--- src/rtl/core_mem_stage.sv ---
// MEM stage: issues aligned loads/stores over req/gnt/rvalid, stalls upstream while busy,
// and registers the MEM/WB bundle consumed by writeback.
module core_mem_stage #(
  parameter int unsigned DATA_WIDTH = 32
) (
  input  logic                    clk_i,
  input  logic                    rstn_i,
  input  logic                    m_valid_i,
  input  logic                    m_is_load_i,
  input  logic                    m_is_store_i,
  input  logic [DATA_WIDTH-1:0]   m_alu_result_i,
  input  logic [DATA_WIDTH-1:0]   m_store_data_i,
  input  logic [2:0]              m_funct3_i,
  input  logic [4:0]              m_rd_addr_i,
  input  logic                    m_regfile_we_i,
  output logic                    mem_stall_o,
  output logic                    mem_exc_o,
  output logic                    data_req_o,
  input  logic                    data_gnt_i,
  output logic [DATA_WIDTH-1:0]   data_addr_o,
  output logic                    data_we_o,
  output logic [3:0]              data_be_o,
  output logic [DATA_WIDTH-1:0]   data_wdata_o,
  input  logic                    data_rvalid_i,
  input  logic [DATA_WIDTH-1:0]   data_rdata_i,
  output logic                    w_valid_o,
  output logic                    w_regfile_we_o,
  output logic                    w_is_load_store_o,
  output logic [DATA_WIDTH-1:0]   w_regfile_rd_o,
  output logic [DATA_WIDTH-1:0]   w_data_rdata_o,
  output logic [2:0]              w_LOAD_op_o,
  output logic [4:0]              w_rd_addr_o
);

  typedef enum logic [1:0] {StIdle, StWaitGnt, StWaitRvalid} state_e;

  state_e r_state;

  logic [1:0]            w_off;
  logic                  w_op;
  logic                  w_misaligned;
  logic                  w_aligned_op;
  logic                  w_complete;
  logic                  w_wb_load;
  logic [3:0]            w_be;
  logic [DATA_WIDTH-1:0] w_wdata;

  assign w_off        = m_alu_result_i[1:0];
  assign w_op         = m_valid_i & (m_is_load_i | m_is_store_i);
  assign w_aligned_op = w_op & ~w_misaligned;

  always_comb begin
    w_misaligned = 1'b0;
    if (m_is_store_i) begin
      case (m_funct3_i)
        3'b000:  w_misaligned = 1'b0;
        3'b001:  w_misaligned = w_off[0];
        3'b010:  w_misaligned = |w_off;
        default: w_misaligned = 1'b1;
      endcase
    end else begin
      case (m_funct3_i)
        3'b000, 3'b100: w_misaligned = 1'b0;
        3'b001, 3'b101: w_misaligned = w_off[0];
        3'b010:         w_misaligned = |w_off;
        default:        w_misaligned = 1'b1;
      endcase
    end
  end

  always_comb begin
    w_be    = 4'b1111;
    w_wdata = m_store_data_i;
    if (m_is_store_i) begin
      case (m_funct3_i[1:0])
        2'b00: begin
          w_be    = 4'b0001 << w_off;
          w_wdata = {4{m_store_data_i[7:0]}};
        end
        2'b01: begin
          w_be    = 4'b0011 << w_off;
          w_wdata = {2{m_store_data_i[15:0]}};
        end
        default: begin
          w_be    = 4'b1111;
          w_wdata = m_store_data_i;
        end
      endcase
    end
  end

  // Stores finish on grant; loads only on rvalid, and rvalid counts only in StWaitRvalid.
  always_comb begin
    w_complete = 1'b0;
    unique case (r_state)
      StIdle, StWaitGnt: w_complete = w_aligned_op & data_gnt_i & m_is_store_i;
      StWaitRvalid:      w_complete = w_aligned_op & data_rvalid_i;
      default:           w_complete = 1'b0;
    endcase
  end

  assign w_wb_load   = (m_valid_i & ~(m_is_load_i | m_is_store_i)) | w_complete;
  assign mem_stall_o = w_aligned_op & ~w_complete;

  // Request fields forced to zero while reset is asserted.
  assign data_req_o   = rstn_i & w_aligned_op & (r_state != StWaitRvalid);
  assign data_addr_o  = rstn_i ? {m_alu_result_i[DATA_WIDTH-1:2], 2'b00} : '0;
  assign data_we_o    = rstn_i & m_is_store_i;
  assign data_be_o    = rstn_i ? w_be : 4'b0000;
  assign data_wdata_o = rstn_i ? w_wdata : '0;

  always_ff @(posedge clk_i or negedge rstn_i) begin
    if (!rstn_i) begin
      r_state <= StIdle;
    end else begin
      unique case (r_state)
        StIdle: begin
          if (w_aligned_op) begin
            if (!data_gnt_i)       r_state <= StWaitGnt;
            else if (m_is_load_i)  r_state <= StWaitRvalid;
          end
        end
        StWaitGnt: begin
          if (data_gnt_i) r_state <= m_is_load_i ? StWaitRvalid : StIdle;
        end
        StWaitRvalid: begin
          if (data_rvalid_i) r_state <= StIdle;
        end
        default: r_state <= StIdle;
      endcase
    end
  end

  always_ff @(posedge clk_i or negedge rstn_i) begin
    if (!rstn_i) begin
      mem_exc_o         <= 1'b0;
      w_valid_o         <= 1'b0;
      w_regfile_we_o    <= 1'b0;
      w_is_load_store_o <= 1'b0;
      w_regfile_rd_o    <= '0;
      w_data_rdata_o    <= '0;
      w_LOAD_op_o       <= 3'b000;
      w_rd_addr_o       <= 5'd0;
    end else begin
      mem_exc_o <= w_op & w_misaligned;
      if (w_wb_load) begin
        w_valid_o         <= 1'b1;
        w_regfile_we_o    <= m_regfile_we_i & ~m_is_store_i;
        w_is_load_store_o <= m_is_load_i;
        w_regfile_rd_o    <= m_alu_result_i;
        w_data_rdata_o    <= data_rdata_i >> {w_off, 3'b000};
        w_LOAD_op_o       <= m_funct3_i;
        w_rd_addr_o       <= m_rd_addr_i;
      end else begin
        w_valid_o      <= 1'b0;
        w_regfile_we_o <= 1'b0;
      end
    end
  end

endmodule

--- config.mk ---
export PLATFORM = sky130hd
export DESIGN_NAME = core_mem_stage
export DESIGN_NICKNAME = d
export VERILOG_FILES = /design/src/rtl/core_mem_stage.sv
export SDC_FILE = /design/constraint.sdc
export NUM_CORES = 1
export LEC_CHECK = 0
export ABC_AREA = 1
export BUFFER_PORTS_ARGS = -buffer_cell sky130_fd_sc_hd__buf_2
export CELL_PAD_IN_SITES_DETAIL_PLACEMENT = 0
export CELL_PAD_IN_SITES_GLOBAL_PLACEMENT = 1
export CORE_MARGIN = 1
export CORE_UTILIZATION = 27
export DETAILED_ROUTE_END_ITERATION = 12
export HOLD_SLACK_MARGIN = 0.06
export PLACE_DENSITY = 0.84
export SLEW_MARGIN = 20
export SYNTH_ARGS = -nofsm -noshare
export SYNTH_HDL_FRONTEND = slang
export SYNTH_SLANG_ARGS = --single-unit
--- constraint.sdc ---
create_clock -name clk_i -period 1.4 [get_ports clk_i]
set_clock_uncertainty 0.2 [all_clocks]
set_input_delay 0.28 -clock clk_i [delete_from_list [all_inputs] [get_ports clk_i]]
set_output_delay 0.28 -clock clk_i [all_outputs]
set_load 0.02 [all_outputs]
Yosys cells after proc, flatten, opt, wreduce, memory -nomap -nowiden. Index checks and enable logic that the tools add are counted.

Register bits after elaboration: 78. Word-level logic and storage cells: 70.

Shift-type cells: 3. Bitwise operators: 18. Reductions and logical operators: 8. Equal/unequal tests: 12. Mux-type cells: 20.

Operator list (number): two-way mux 32 bit (3); case mux 32 bit (2 select lines) (1); right shift 32 x 5 -> 32 bit (1); AND 1 bit (12); two-way mux 2 bit (6); two-way mux 4 bit (2); != test 2 bit, second input constant (4); case mux 4 bit (2 select lines) (1); OR reduction 2 bit (4); equality test 3 bit, second input constant (2); case mux 1 bit (3 select lines) (2); case mux 2 bit (3 select lines) (1); equality test 2 x 1 -> 1 bit, second input constant (2); zero test 2 bit (2); NOT 1 bit (4); AND reduction 4 bit (1); left shift 1 x 2 -> 4 bit, first input constant (1); left shift 2 x 2 -> 4 bit, first input constant (1); equality test 3 x 1 -> 1 bit, second input constant (1); equality test 3 x 2 -> 1 bit, second input constant (1); zero test 3 bit (1); two-way mux 1 bit (3); != test 3 bit, second input constant (1); equality test 2 bit, second input constant (1); 2 further kinds (3).

Depth between registers and ports, before layout. Gate-level depths: netlist of the first run.

Depth in word-level cells: 11. Mapped depth: 9.

Least setup slack after synthesis of the first run. OpenSTA, ideal clock, no wires.

Kind: input-to-output. Start: in m_is_store_i. End: out data_wdata_o[29]. Cell stages on the path: 6. Arrival: 1310 ps. Setup slack: -390 ps. Buffers on the path: 1. Required time: 920 ps. Cell sequence: inv_1 nor2_1 inv_1 clkbuf_1 nand2_1 a31oi_1.

Cells in the longest elaborated chain, start to end: 2.

RTL lines: start, declared (line 10) `input logic m_is_store_i,`; two-way mux 32 bit (line 74) `if (m_is_store_i) begin`; two-way mux 32 bit (line 110) `assign data_wdata_o = rstn_i ? w_wdata : '0;`; end, declared (line 23) `output logic [DATA_WIDTH-1:0] data_wdata_o,`.

Every way passes these cells.

Final worst setup path of the first run.
Start: in m_is_store_i. End: out data_wdata_o[31].

Same word-level chain as after synthesis.

==> flow_summary.json, run 1 <==
{
  "finalHoldViolCount": 0,
  "synth-simple-area-share": 0.365,
  "synth_top_family_by_area": "simple AND/OR/NAND/NOR gates",
  "whs_ns": 0.0839,
  "clkTransAtPathRegs_ns": 0.06,
  "required_ns": 0.92,
  "finalSetupTns_ns": -32.26,
  "power_density_nw_per_um2": 1030,
  "status": "finished with violations",
  "h-tree-depth": 3,
  "async_flop_share": 1.00,
  "synth_compound_area_frac": 0.0888,
  "cp_common_cell": "nand2_2",
  "cts_tree": "done",
  "drive_above_1_share": 0.584,
  "cp.depth": 9,
  "final_cell_area_um2": 9890,
  "ant_nets": 0,
  "drt-total-wl_um": 21200,
  "cp-start-kind": "primary input",
  "crit_buf_inv": 4,
  "final_util": 0.599,
  "grt_pass1_vias": 5542,
  "finalWeightedCongestion": 0.870,
  "synth.most_common_cell": "nand2_1",
  "fmax_ghz": 0.562,
  "crit_type": "in -> out",
  "synth.distinct_cells": 25,
  "cp.arrival_ns": 1.30,
  "drv_slew": 0,
  "rsz0062_at_grt": "yes",
  "power_leakage_nw": 5.26,
  "synthAdderAreaFrac": 0,
  "internal_power_mw": 6.37,
  "numCtsBuffers": 9,
  "clockBufferDepth": 2,
  "port_buffers": 256,
  "drtIter0Drc": 351,
  "die_h_um": 132,
  "pre_cts_slack_ns": -0.504,
  "num_antenna_cells": 0,
  "fp.dieArea_um2": 17400,
  "cp_max_fo": 8,
  "core_um2": 16500,
  "dieWidth_um": 132,
  "grt_max_degree": 44,
  "syn_inst": 666,
  "synthTopCellsByCount": "244 x nand2_1, 94 x nand3_1, 78 x dfrtp_1, 65 x inv_1, 46 x o21ai_0",
  "crit_chain": "buf_12 -> inv_6 -> nor2_4 -> nand2_4 -> buf_8 -> nand2_2 -> nand2_2 -> nor3b_4 -> buf_6",
  "reg2reg_depth": 10,
  "pin_count": 259,
  "combinationalPowerShare": 0.468,
  "num_vias": 5959,
  "power_frac_seq": 0.311,
  "total_power_mw": 10.2,
  "ys_seq_elements": 78,
  "yosysWarnings": 0,
  "end_kind": "output pin",
  "finalCriticalPeriod_ns": 1.78,
  "grt_first_pass_wirelength_um": 29600,
  "mappedNetlistArea_um2": 4550,
  "final_nets": 1178,
  "synth_top_area_share": 0.429,
  "synth_mux_area_frac": 0,
  "grt_overflow": 0,
  "crit_slowest_cell": "nor2_4",
  "critPathTopFamily": "simple AND/OR/NAND/NOR gates",
  "fp-row-count": 47,
  "antenna_found_initial": 1,
  "synth_xor_area_frac": 0,
  "wire_per_inst_um": 16.4,
  "viasPerCell": 4.62,
  "placed_cells": 1155,
  "finalCritPeriodShare": 1.27,
  "cts_root_buf": "clkbuf_16",
  "cpPeakStageDelay_ns": 0.21,
  "syn_to_final_growth_pct": 117,
  "ir_drop_uv": 572,
  "setup_viol": 127,
  "ys_seq_area_frac": 0.429,
  "synth_area_per_cell_um2": 6.84,
  "initial_utilization": 0.276,
  "violations": "setup timing",
  "p_sw_mw": 3.82,
  "netSwitchingFraction": 0.375,
  "cts_sinks": 78,
  "first_pass_iters": 6,
  "max_cap_violations": 0,
  "clkPwrFrac": 0.222,
  "synth_edf_count": 0,
  "fin_ws_ns": -0.381,
  "hold_path_depth": 5,
  "synth_top_area_cell": "dfrtp_1",
  "dp_hpwl_um": 12700,
  "fin_cells": 1291,
  "postPlaceCellArea_um2": 7090,
  "hold_path.class": "in -> reg",
  "synthFlopType": "dfrtp_1",
  "insertion_delay_ns": 0.33,
  "synth_area_leaders": "dfrtp_1 43%, nand2_1 20%, nand3_1 10%, inv_1 5.4%, o21ai_0 5.1%",
  "drcViolationCount": 0,
  "gr-usage-all-layers": 0.218
}
[sequential cells by signal, summed over array words and instances, names as in the netlist]
signal and flops:
mem_exc_o 1, r_state 2, w_LOAD_op_o 3, w_data_rdata_o 32, w_is_load_store_o 1, w_rd_addr_o 5, w_regfile_rd_o 32, w_regfile_we_o 1
w_valid_o 1
[worst paths after layout]
kind	start	to	slack [ns]
worst max-delay path	m_is_store_i	data_wdata_o[31]	-0.38
worst min-delay path	data_rdata_i[30]	w_data_rdata_o[30]$_DFFE_PN0P_	0.08
worst max register to register	r_state[1]$_DFFE_PN0P_	w_data_rdata_o[3]$_DFFE_PN0P_	-0.32
worst min register to register	w_LOAD_op_o[0]$_DFFE_PN0P_	w_LOAD_op_o[0]$_DFFE_PN0P_	0.30
max in group asynchronous	rstn_i	w_data_rdata_o[27]$_DFFE_PN0P_	0.11
min in group asynchronous	rstn_i	w_regfile_rd_o[7]$_DFFE_PN0P_	0.36
[routing by layer]
metal  vias up  wire (µm)  GRT usage  part of all wire
met2       235      10400      0.350              0.49
met4         2        611     0.0730             0.029
met5         -         13          0           0.00061
li1       2912          -          -                 -
met3        48       1140     0.0461             0.054
met1      2762       9010      0.290              0.42
[worst register-to-register path: stages (launching register included)]
cell,delay (ns)
dfrtp_1,0.41
inv_2,0.09
nand3_2,0.06
nand2_2,0.09
buf_6,0.10
nand4_4,0.15
nand2_8,0.17
buf_12,0.13
clkbuf_16,0.15
nand2_2,0.05
nand2_1,0.06
[kinds of logic after synthesis]
logic type | Yosys count
and+or+nand+nor | 399
other | 1
AOI/OAI and AO/OA | 74
DFF | 78
buffers and inverters | 114
[power by group through the flow]
stage | logic [mW] | registers, mW | clock network [mW]
floorplan | 1.35 | 3.82 | 0
global placement | 3.27 | 3.19 | 0
detailed placement | 3.33 | 3.19 | 0
CTS | 3.82 | 3.16 | 2.32
global route | 5.09 | 3.22 | 2.40
finish | 4.77 | 3.17 | 2.26
[cell usage in the layout, fill, tap and decap left out, types with 2 or more instances in the layout]
| cell type | n |
|---|---|
| a21oi_4 | 10 |
| a31oi_4 | 6 |
| buf_12 | 22 |
| buf_16 | 9 |
| buf_2 | 153 |
| buf_4 | 106 |
| buf_6 | 97 |
| buf_8 | 2 |
| clkbuf_16 | 14 |
| clkbuf_8 | 2 |
| clkinv_2 | 2 |
| clkinv_8 | 2 |
| clkinvlp_4 | 3 |
| conb_1 | 2 |
| dfrtp_1 | 78 |
| dlygate4sd3_1 | 41 |
| inv_1 | 40 |
| inv_2 | 20 |
| inv_6 | 2 |
| nand2_1 | 182 |
| nand2_2 | 40 |
| nand2_4 | 16 |
| nand2_8 | 8 |
| nand3_1 | 29 |
| nand3_2 | 62 |
| nand3_4 | 3 |
| nor2_1 | 25 |
| nor2_2 | 11 |
| nor2_4 | 10 |
| nor3_2 | 2 |
| o211ai_1 | 8 |
| o21ai_0 | 33 |
| o21ai_1 | 3 |
| o21ai_2 | 6 |
| o21ai_4 | 4 |
| or2_2 | 8 |
[layout make-up]
class | count | area [µm²]
inverter | 66 | 289
clock inverter | 5 | 33.8
multi-input combinational | 475 | 3170
tap | 220 | 275
fill | 1395 | 6630
sequential | 78 | 1950
clock buffer | 11 | 253
timing repair buffer | 436 | 3920
[what timing repair did]
action / 4_1_cts / 5_1_grt
buffers inserted: 22 / 44
pin swaps: 11 / 43
hold endpoints to repair: 102 / 0
setup endpoints to repair: 152 / 201
hold buffers: 42 / 0
gates resized for setup: 124 / 257
gates cloned: 8 / 7
No activity file was read; power rests on OpenSTA's default activity.
==> inputs of run 2 (changes only) <==
- ABC_AREA: 1 -> default
- ABC_CLOCK_PERIOD_IN_PS: default -> 1400
- CORE_UTILIZATION: 27 -> 29
- PLACE_DENSITY: 0.84 -> 0.83
- TNS_END_PERCENT: default -> 5
==> flow_summary.json, run 2 <==
{
  "insertion_delay_ns": 0.33,
  "finalWeightedCongestion": 0.805,
  "dp_hpwl_um": 9910,
  "viasPerCell": 4.65,
  "clkTransAtPathRegs_ns": 0.06,
  "layout_common_cells": "204 x buf_2, 78 x dfrtp_1, 67 x buf_4",
  "finalSetupTns_ns": -43.04,
  "pre_cts_slack_ns": -0.733,
  "fp-row-count": 44,
  "port_buffers": 256,
  "yosysWarnings": 0,
  "required_ns": 0.92,
  "pin_count": 259,
  "setup_viol": 106,
  "synth_top_area_share": 0.437,
  "reg2reg_depth": 7,
  "synth_xor_area_frac": 0,
  "hold_path.class": "in -> reg",
  "final_nets": 862,
  "end_kind": "output pin",
  "ant_nets": 0,
  "status": "finished with violations",
  "initial_utilization": 0.302,
  "grt_first_pass_wirelength_um": 22600,
  "synthAdderAreaFrac": 0,
  "met2_length_um": 7100,
  "wire_per_inst_um": 15.4,
  "top_regs": "w_data_rdata_o x32, w_regfile_rd_o x32, w_rd_addr_o x5",
  "cp_max_fo": 3,
  "synth_edf_count": 0,
  "fmax_ghz": 0.507,
  "async_flop_share": 1.00,
  "synth_top_family_by_area": "multiplexers",
  "synth.most_common_cell": "dfrtp_1",
  "dr_wl_met3_um": 878,
  "max_cap_violations": 0,
  "synth_compound_area_frac": 0.0917,
  "synth_top_area_cell": "dfrtp_1",
  "top_layer_used": "met4",
  "finalCriticalPeriod_ns": 1.97,
  "gr-usage-all-layers": 0.181,
  "synthFlopType": "dfrtp_1",
  "violations": "setup timing",
  "grt_max_degree": 47,
  "core_um2": 14800,
  "total_power_mw": 8.70,
  "clockBufferDepth": 2,
  "power_leakage_nw": 3.98,
  "hold_path_depth": 3,
  "finalHoldViolCount": 0,
  "synth_area_per_cell_um2": 10.8,
  "antenna_found_initial": 0,
  "numCtsBuffers": 9,
  "synth-simple-area-share": 0.145,
  "syn_to_final_growth_pct": 69.9,
  "dieWidth_um": 126,
  "grt_overflow": 0,
  "final_util": 0.514,
  "power_density_nw_per_um2": 1150,
  "mappedNetlistArea_um2": 4460,
  "h-tree-depth": 3,
  "synthTopCellsByCount": "78 x dfrtp_1, 50 x mux2_4, 39 x and2_1, 36 x nand2_1, 32 x mux2i_1",
  "finalCritPeriodShare": 1.41,
  "grt_pass1_vias": 4296,
  "ff2ff_setup_slack_ns": -0.51,
  "drv_slew": 0,
  "cts_sinks": 78,
  "reg2reg_to": "w_data_rdata_o[20]$_DFFE_PN0P_",
  "cts_root_buf": "clkbuf_16",
  "die_h_um": 126,
  "regToRegStartpoint": "r_state[1]$_DFFE_PN0P_",
  "drive_above_1_share": 0.533,
  "ys_seq_area_frac": 0.437,
  "num_antenna_cells": 0,
  "fin_ws_ns": -0.571,
  "m1WireLength_um": 6270,
  "cp.arrival_ns": 1.49,
  "synth_area_leaders": "dfrtp_1 44%, mux2_4 17%, mux2i_1 7.2%, and2_1 5.5%, mux2_1 3.5%",
  "crit_type": "in -> out",
  "first_pass_iters": 4,
  "synth.distinct_cells": 32,
  "hold_start": "m_funct3_i[1]",
  "ir_drop_uv": 627,
  "synth_mux_area_frac": 0.275,
  "final_common_cell": "buf_2",
  "drtIter0Drc": 122,
  "fp.dieArea_um2": 15900,
  "cts_tree": "done",
  "cp-start-kind": "primary input",
  "slew_headroom": 0.558,
  "drt-total-wl_um": 14400,
  "tightest_slew_ns": 0.662,
  "num_vias": 4362,
  "syn_inst": 412,
  "rsz0062_at_grt": "yes",
  "drcViolationCount": 0,
  "min_to": "w_LOAD_op_o[1]$_DFFE_PN0P_",
  "ys_seq_elements": 78
}
run 2: changes by cell type after synthesis, moves of 11 or more:
cell      change
nand2_1     -208
a211oi_1     +16
a21oi_1      +16
and2_1       +39
mux2_1       +14
nor2_1       -23
nor2b_1      +12
mux2_4       +50
o21ai_0      -29
buf_2        -11
nand3_1      -94
inv_1        -56
mux2i_1      +32
run 2: metrics by stage:
stage               hold slack [ns]  std cells  cell area [µm²]
detailed placement            0.110        862             6210
global placement              0.104        862             6210
floorplan                    -0.216        413             4480
global route                  0.114        938             7580
finish                        0.117        938             7580
CTS                          0.0987        935             7400
run 2: report_power, final:
part / internal (mW) / switching (mW)
logic: 1.54 / 1.65
registers: 2.73 / 0.260
clock network: 1.61 / 0.918
run 2: cell families after synthesis:
logic type | after synthesis
and+or+nand+nor | 124
muxes | 96
AOI/OAI and AO/OA | 69
buffers and inverters | 44
other | 1
DFF | 78
run 2: worst max-delay path: stages:
cell and delay, ns:
buf_6 0.10, or4_4 0.55, a21oi_4 0.15, buf_6 0.12, and3_4 0.18, buf_6 0.11
run 2: worst max-delay path by stage:
stage,startpoint,end,slack (ns),cells after the start
floorplan,m_alu_result_i[0],w_LOAD_op_o[0]$_DFFE_PN0P_,-0.57,6
global placement,m_alu_result_i[0],w_data_rdata_o[16]$_DFFE_PN0P_,-0.71,6
detailed placement,m_alu_result_i[0],w_data_rdata_o[19]$_DFFE_PN0P_,-0.73,6
CTS,m_funct3_i[0],data_req_o,-0.58,6
global route,m_funct3_i[0],data_req_o,-0.60,6
finish,m_funct3_i[0],data_req_o,-0.57,6
run 2: area by class of cell:
| type | instances | area (µm²) |
|---|---|---|
| Tap cell | 184 | 230 |
| Inverter | 11 | 41.3 |
| Sequential cell | 78 | 1950 |
| Multi-Input combinational cell | 291 | 2430 |
| Clock buffer | 10 | 239 |
| Timing Repair Buffer | 359 | 2600 |
| Clock inverter | 5 | 82.6 |
| Fill cell | 1346 | 7170 |
run 2: repair_timing:
| action | 4_1_cts | 5_1_grt |
|---|---|---|
| endpoints found under the hold margin | 125 | 0 |
| setup buffers | 4 | 2 |
| endpoints found under the setup margin | 146 | 138 |
| hold buffers | 53 | 0 |
| gates cloned | 1 | 2 |
| gates resized for setup | 77 | 36 |
| pin swaps | 15 | 6 |
run 2: routing by layer:
layer / up-vias / track usage
met3: 16 / 0.0412
met5: - / 0
li1: 2108 / -
met1: 2070 / 0.226
met2: 168 / 0.307
met4: 0 / 0.0560
==> inputs of run 3 (changes only) <==
- CAP_MARGIN: default -> 20
- SKIP_LAST_GASP: default -> 1
==> flow_summary.json, run 3 (synthesis gave the netlist of run 2 again) <==
{
  "whs_ns": -0.246,
  "drive_above_1_share": 0.513,
  "top_layer_used": "met4",
  "cts_root_buf": "clkbuf_16",
  "setup_viol": 139,
  "rsz0062_at_grt": "yes",
  "finalWeightedCongestion": 0.805,
  "grt_pass1_vias": 4197,
  "cts_tree": "done",
  "viasPerCell": 4.59,
  "clockBufferDepth": 2,
  "cp.arrival_ns": 1.48,
  "hold_path.class": "in -> async",
  "postPlaceCellArea_um2": 6210,
  "crit_type": "in -> out",
  "m1WireLength_um": 6280,
  "finalCriticalPeriod_ns": 1.96,
  "core_um2": 14800,
  "ir_drop_uv": 627,
  "drt-total-wl_um": 14200,
  "final_cell_area_um2": 7280,
  "status": "finished with violations",
  "cp-start-kind": "primary input",
  "max_cap_violations": 0,
  "end_kind": "output pin",
  "met2_length_um": 6710,
  "ant_nets": 0,
  "required_ns": 0.92,
  "multiInputGateArea_um2": 2360,
  "cts_sinks": 78,
  "finalCritPeriodShare": 1.40,
  "h-tree-depth": 3,
  "gr-usage-all-layers": 0.177,
  "tightest_slew_ns": 0.659,
  "dp_hpwl_um": 9910,
  "grt_overflow": 0,
  "placed_cells": 862,
  "grt_max_degree": 47,
  "dieWidth_um": 126,
  "numCtsBuffers": 9,
  "ff2ff_setup_slack_ns": -0.52,
  "first_pass_iters": 5,
  "crit_buf_inv": 3,
  "cpPeakStageDelay_ns": 0.55,
  "fmax_ghz": 0.510,
  "die_h_um": 126,
  "power_density_nw_per_um2": 1180,
  "crit_slowest_cell": "or4_4",
  "num_vias": 4302,
  "final_nets": 862,
  "regToRegStartpoint": "r_state[1]$_DFFE_PN0P_",
  "num_antenna_cells": 0,
  "seqCellArea_um2": 1950,
  "cp_max_fo": 3,
  "power_leakage_nw": 3.90,
  "port_buffers": 256,
  "fin_cells": 938,
  "slew_headroom": 0.559,
  "drv_slew": 0,
  "pre_cts_slack_ns": -0.733,
  "cp_common_cell": "buf_6",
  "initial_utilization": 0.302,
  "syn_to_final_growth_pct": 63.2,
  "dr_wl_met3_um": 994,
  "crit_chain": "buf_6 -> or4_4 -> a21oi_4 -> buf_6 -> and3_4 -> buf_6",
  "reg2reg_depth": 7,
  "drcViolationCount": 0,
  "fp-row-count": 44,
  "fin_ws_ns": -0.560,
  "clkTransAtPathRegs_ns": 0.06,
  "critPathTopFamily": "simple AND/OR/NAND/NOR gates",
  "insertion_delay_ns": 0.33,
  "fp.dieArea_um2": 15900,
  "top_regs": "w_data_rdata_o x32, w_regfile_rd_o x32, w_rd_addr_o x5",
  "grt_first_pass_wirelength_um": 22100,
  "finalHoldViolCount": 44,
  "wire_per_inst_um": 15.1,
  "pin_count": 259,
  "antenna_found_initial": 0,
  "reg2reg_to": "w_rd_addr_o[0]$_DFFE_PN0P_",
  "layout_common_cells": "246 x buf_2, 78 x dfrtp_1, 51 x dlygate4sd3_1",
  "drtIter0Drc": 166,
  "violations": "hold timing, setup timing",
  "fillers": 1374,
  "final_common_cell": "buf_2"
}
## run 3: changes by cell type in the layout (fill, tap and decap cells not counted), sizes merged
cell          delta
buf              +3
dlymetal6s4s     -1
clkbuf           -2
## run 3: per-layer routing
metal	vias to the layer above	GRT usage
met2	164	0.292
met1	2022	0.228
li1	2104	-
met4	0	0.0560
met3	12	0.0416
met5	-	0
## run 3: metrics by stage
step	power (mW)	utilization	setup TNS (ns)
6_report	8.57	0.494	-48.30
5_1_grt	9.02	0.494	-60.60
4_1_cts	8.62	0.484	-51.83
3_5_place_dp	5.88	0.421	-66.43
3_3_place_gp	5.84	0.421	-64.89
2_1_floorplan	4.75	-	-53.02
## run 3: final cells by class
class                      instances  share of cell area
clock buffer                      10              0.0328
tap                              184              0.0316
inverter                          11             0.00567
clock inverter                     5              0.0113
timing repair buffer             359               0.326
multi-input combinational        291               0.325
sequential                        78               0.268
## run 3: report_power, final
part,switching (mW),leakage (nW),total (mW),internal (mW)
registers,0.255,0.956,2.98,2.73
clock network,0.918,0.159,2.52,1.61
logic,1.62,2.78,3.06,1.44
total,2.80,3.90,8.57,5.77
## run 3: worst reg2reg max path: stages, from the launching register on
cell	delay (ns)
dfrtp_1	0.40
buf_4	0.15
o22ai_4	0.06
buf_4	0.15
a21oi_4	0.16
buf_12	0.15
buf_12	0.21
mux2_4	0.33
## run 3: worst max path at each step
| stage | start | endpoint | slack (ns) | cells after the start |
|---|---|---|---|---|
| after global placement | m_alu_result_i[0] | w_data_rdata_o[16]$_DFFE_PN0P_ | -0.71 | 6 |
| after floorplan | m_alu_result_i[0] | w_LOAD_op_o[0]$_DFFE_PN0P_ | -0.57 | 6 |
| final | m_funct3_i[0] | data_req_o | -0.56 | 6 |
| after CTS | m_funct3_i[0] | data_req_o | -0.58 | 6 |
| after detailed placement | m_alu_result_i[0] | w_data_rdata_o[19]$_DFFE_PN0P_ | -0.73 | 6 |
| after global routing | m_funct3_i[0] | data_req_o | -0.60 | 6 |
## run 3: what timing repair did
| action | 4_1_cts | 5_1_grt |
|---|---|---|
| gates resized for setup | 10 | 18 |
| buffers inserted | 4 | 3 |
| pin swaps | 4 | 3 |
| hold buffers | 49 | 2 |
| endpoints found under the setup margin | 146 | 169 |
| endpoints found under the hold margin | 125 | 47 |
| cloned | 1 | 2 |
